## src/rtl/md_sched.sv

```systemverilog
// Multiply/divide scheduler for a 5-stage MIPS pipeline: tracks HI/LO unit
// occupancy, strobes the HI/LO write-back and merges md and data stalls.
module md_sched #(
  parameter int unsigned MULT_CYC = 5,
  parameter int unsigned DIV_CYC  = 10
) (
  input  logic        clk,
  input  logic        reset,
  input  logic        e_start,
  input  logic [1:0]  e_op,
  input  logic        d_md_use,
  input  logic        data_stall,
  output logic        busy,
  output logic [1:0]  op_q,
  output logic        hilo_we,
  output logic        stall_f,
  output logic        stall_d,
  output logic        flush_e,
  output logic [31:0] stall_cycles
);

  localparam int unsigned CNT_W = 4;
  localparam int unsigned OP_W  = 2;
  localparam int unsigned SC_W  = 32;

  // Cycle counts must fit the 4-bit down-counter and be non-zero.
  if (MULT_CYC < 1 || MULT_CYC > 15) begin : g_bad_mult_cyc
    $error("md_sched: MULT_CYC=%0d outside legal range 1..15", MULT_CYC);
  end
  if (DIV_CYC < 1 || DIV_CYC > 15) begin : g_bad_div_cyc
    $error("md_sched: DIV_CYC=%0d outside legal range 1..15", DIV_CYC);
  end

  typedef enum logic {
    S_IDLE = 1'b0,
    S_BUSY = 1'b1
  } state_t;

  state_t            r_state;
  state_t            w_state_nxt;
  logic [CNT_W-1:0]  r_cnt;
  logic [CNT_W-1:0]  w_cnt_nxt;
  logic [OP_W-1:0]   r_op;
  logic [OP_W-1:0]   w_op_nxt;
  logic [SC_W-1:0]   r_stall_cycles;
  logic [SC_W-1:0]   w_stall_cycles_nxt;
  logic              w_hilo_we;
  logic              w_busy;
  logic              w_md_stall;

  // State, countdown and latched op.
  always_ff @(posedge clk) begin
    if (reset) begin
      r_state <= S_IDLE;
      r_cnt   <= '0;
      r_op    <= '0;
    end else begin
      r_state <= w_state_nxt;
      r_cnt   <= w_cnt_nxt;
      r_op    <= w_op_nxt;
    end
  end

  // Next-state logic; e_start while busy is ignored.
  always_comb begin
    w_state_nxt = r_state;
    w_cnt_nxt   = r_cnt;
    w_op_nxt    = r_op;
    w_hilo_we   = 1'b0;
    case (r_state)
      S_IDLE: begin
        if (e_start) begin
          w_op_nxt    = e_op;
          w_cnt_nxt   = e_op[1] ? CNT_W'(DIV_CYC) : CNT_W'(MULT_CYC);
          w_state_nxt = S_BUSY;
        end
      end
      S_BUSY: begin
        w_cnt_nxt = r_cnt - CNT_W'(1);
        if (r_cnt == CNT_W'(1)) begin
          w_hilo_we   = 1'b1;
          w_state_nxt = S_IDLE;
        end
      end
      default: begin
        w_state_nxt = S_IDLE;
      end
    endcase
  end

  assign w_busy     = (r_state == S_BUSY);
  assign w_md_stall = d_md_use & (e_start | w_busy);

  // Saturating count of md-induced stall cycles.
  always_comb begin
    w_stall_cycles_nxt = r_stall_cycles;
    if (w_md_stall && (r_stall_cycles != '1)) begin
      w_stall_cycles_nxt = r_stall_cycles + SC_W'(1);
    end
  end

  always_ff @(posedge clk) begin
    if (reset) begin
      r_stall_cycles <= '0;
    end else begin
      r_stall_cycles <= w_stall_cycles_nxt;
    end
  end

  assign busy         = w_busy;
  assign op_q         = r_op;
  assign hilo_we      = w_hilo_we;
  assign stall_f      = w_md_stall | data_stall;
  assign stall_d      = w_md_stall | data_stall;
  assign flush_e      = w_md_stall | data_stall;
  assign stall_cycles = r_stall_cycles;

endmodule

```

## config.mk

```make
export PLATFORM = sky130hd
export DESIGN_NAME = md_sched
export DESIGN_NICKNAME = d
export VERILOG_FILES = /design/src/rtl/md_sched.sv
export SDC_FILE = /design/constraint.sdc
export NUM_CORES = 1
export LEC_CHECK = 0
export CORE_MARGIN = 5
export CORE_UTILIZATION = 30
export CTS_BUF_LIST = sky130_fd_sc_hd__clkbuf_8 sky130_fd_sc_hd__clkbuf_16
export CTS_CLUSTER_SIZE = 28
export DETAILED_ROUTE_END_ITERATION = 10
export DONT_BUFFER_PORTS = 1
export GPL_ROUTABILITY_DRIVEN = 0
export PLACE_DENSITY = 0.43
export SYNTH_ARGS = -nofsm -noshare
export SYNTH_HDL_FRONTEND = slang
export SYNTH_SLANG_ARGS = --single-unit
```

## constraint.sdc

```tcl
create_clock -name clk -period 2.85 [get_ports clk]
set_clock_uncertainty 0.2 [all_clocks]
set_input_delay 0.4275 -clock clk [delete_from_list [all_inputs] [get_ports clk]]
set_output_delay 0.4275 -clock clk [all_outputs]
set_load 0.01 [all_outputs]
```

==> impl_results.md <==
* Status: finished, final reports clean
* Count of clock tree sinks at 39
* Effective utilization at floorplan at 0.302
* Vias in the first global route at 1666
* Capture endpoint of the worst hold path: stall_cycles[17]
* Total gr overflow at 0
* Clock root buffer master: sky130_fd_sc_hd__clkbuf_8
* Inserted Clock Buffers at 5
* Cell type with the highest aggregate area in the netlist: sky130_fd_sc_hd__dfxtp_1
* Chip width at ~92 um
* Syn avg cell area at 8.59 um2
* Post-synth design cell area at 2020 um2
* Worst reg-to-reg setup slack at 0.35 ns
* Post-CTS clock slew at the launch and capture registers of the worst setup and hold paths at 0.08 ns
* Share of the synthesized area in the top cell type at 0.387
* GRT Resource Usage Total at 0.130
* Family with the most delay on the worst path: simple AND/OR/NAND/NOR gates
* Clock latency reported for the late side of the worst-skew pair at between 0.2 and 0.3 ns
* IR drop worst, VDD at 0.000201 V
* Detail-routed via count per cell at between 5 and 6
* Worst-path maximum fanout at 8
* Average wire length per cell after detail routing at between 15 and 20 um
* Core ar. at about 6700 um2
* Area added between synthesis and finish at 12.9%
* Synthesized Nets at 245
* Residual antenna-violating net count after detailed routing at 0
* Worst slew pin tran at roughly 1.2 ns
* Worst Path Required at between 2 and 3 ns
* Bufs on Longest Clock Path at 2
* CP peak stage delay at about 0.61 ns
* Maximum number of pins on one net before global-route repair at 27
* Period Utilization, post-route at 0.876
* First-pass GRT wire length at 8870 um
* Setup fix buffers added after clock tree synthesis at 0
* Number of levels in the clock H-tree at 2
* Hold violation total from the final report at 0
* Kind of capture point of the worst setup path: flip-flop
* Routed vias at 1758
* Type of origin of the critical path: flip-flop
* Max-cap check violation count at 0
* Post-detailed-route DRC marker count at 0
* Post-detailed-placement half-perimeter wirelength at approximately 3800 um
* Worst max-slew margin expressed relative to the limit at 0.230
* Cell row count at 30
* Top library cells by usage in the layout, fill and taps aside: sky130_fd_sc_hd__dfxtp_1 (39), sky130_fd_sc_hd__a21oi_1 (23), sky130_fd_sc_hd__nor2_1 (18), sky130_fd_sc_hd__o21ai_0 (17), sky130_fd_sc_hd__nand2_1 (15)
* Count of mapped cells out of synthesis at 235
* Max Freq at 400 MHz
* Total negative slack at 0 ns
* Static leakage at 0.000735 uW
* Worst-case reg-to-reg path depth at 6
* Total I/O pin count at 46
* Worst Path Buf+Inv at 1
* Post-Route Utilization at 0.341
* Non-Filler Instances at 327
* Sequential fraction of the synthesis area at 0.387
* Die Height at around 92 um
* Number of cells on the worst hold path at 1
* Setup-violating endpoint count in the final report at 0
* Worst reg2reg endpoint: stall_cycles[11]
* Die outline area at 8470 um2
* Data arrival time at the worst-slack endpoint at 2.42 ns
* Port-buffer cells at 0
* Count of different cell masters after synthesis at just under 50
* FFs w/ async S/R, synth at 0
* FF-to-FF Start: stall_cycles[17]
* Hold Startpoint: reset
* Hold crit path type: input pin to flip-flop
* Count of final max-slew check failures at 0
* Post-Route WL at 5390 um
* DRT Pass-1 Iters at 4
* TritonCTS clock tree: done
* Final hold slack at 0.0106 ns
* Final critical-path required period at about 2.5 ns
* Post-Place Cells at 316
* Critical path start-end classification: flip-flop to flip-flop
* P per Cell Area at 455 nW/um2
* Fill cells at 712
* Commonest non-fill, non-tap cell in the layout: sky130_fd_sc_hd__dfxtp_1
* Share of cells above drive strength 1 at 0.158
* Final-stage net count at 256
* Starting DRT DRC Count at 48
* Count of flip-flops with a built-in enable after synthesis at 0
* Ys flop type: sky130_fd_sc_hd__dfxtp_1
* Setup repair after global routing missed its margin: no
* Diodes inserted at 0
* Count of warnings emitted by yosys at 0
* Slowest cell on the critical path: sky130_fd_sc_hd__or4_1
* Chain of cells forming the critical path: nand4_1 > or4_1 > o31ai_2 > buf_4 > or3_2 > a21oi_1
* Total power after layout at 1040 uW
* Number of antenna violations at the first check in global routing at 0
* Count of state elements after synthesis at 39
* Top post-synthesis cells by area: sky130_fd_sc_hd__dfxtp_1 (39%), sky130_fd_sc_hd__a21oi_1 (5.7%), sky130_fd_sc_hd__o21ai_0 (4.2%)
==> stage by stage <==
| step | setup slack (ns) | area [um2] |
|---|---|---|
| 2_1_floorplan | 0.395 | 2020 |
| 3_3_place_gp | 0.418 | 2150 |
| 3_5_place_dp | 0.394 | 2150 |
| 4_1_cts | 0.327 | 2270 |
| 5_1_grt | 0.164 | 2280 |
| 6_report | 0.353 | 2280 |
==> cells in the mapped netlist (all sizes together) (2+ instances only) <==
master	n
dfxtp	39
a21oi	23
nor2	18
o21ai	18
nand2	15
or3	14
nand3	11
nand4	9
inv	7
nor2b	7
o31ai	7
or4	7
nor3	6
clkbuf	5
buf	4
nand2b	4
xnor2	4
a211oi	3
a31oi	3
and4	3
ha	3
mux2	3
nand3b	3
nor4	3
xor2	3
and2	2
or2	2
==> how the worst max path moves through the flow <==
stage	start	slack, ns	depth (start not counted)	endpoint
after floorplan	stall_cycles[0]	0.39	8	stall_cycles[13]
after global placement	stall_cycles[6]	0.42	5	stall_cycles[13]
after detailed placement	stall_cycles[6]	0.39	6	stall_cycles[11]
after CTS	stall_cycles[6]	0.33	6	stall_cycles[11]
after global routing	stall_cycles[17]	0.16	6	stall_cycles[15]
final	stall_cycles[17]	0.35	6	stall_cycles[11]
==> final cells by class <==
cell class,instances,area (um2),share of cell area
clock inverters,1,3.75,0.00165
inverters,7,26.3,0.0115
repair buffers,13,105,0.0461
clock buffers,7,96.3,0.0423
flip-flops and latches,39,781,0.342
well taps,80,100,0.0439
multi-input cells,180,1170,0.512
==> registers in the layout, summed over array words and instances (netlist names) <==
name / cells
busy: 1
op_q: 2
r_cnt: 4
stall_cycles: 32
==> layer usage <==
layer / GRT usage / share of wire / up-vias / routed length, um
li1: - / - / 890 / -
met1: 0.166 / 0.47 / 821 / 2520
met3: 0.0476 / 0.068 / 4 / 364
met4: 0.0260 / 0.0074 / 0 / 40
met5: 0 / 0 / - / 0
met2: 0.210 / 0.46 / 43 / 2460
==> power breakdown <==
group          leakage, uW  internal [uW]  switching, uW
registers         0.000316            555           8.07
logic             0.000364           24.9           39.0
clock network    0.0000557            218            193
total             0.000735            797            240
==> cell families after synthesis <==
logic type,after synthesis,synth area share
buffers and inverters,16,0.0353
multiplexers,4,0.0235
XOR/XNOR,7,0.0304
flip-flops,39,0.387
AO/OA/AOI/OAI,60,0.182
AND/OR/NAND/NOR,106,0.323
adder cells (fa/ha/maj),3,0.0186
==> what timing repair did <==
action,4_1_cts,5_1_grt
endpoints found under the hold margin,26,2
hold buffers,2,1
gates resized for setup,0,0
Note: power is estimated with default switching activity, not from simulation.
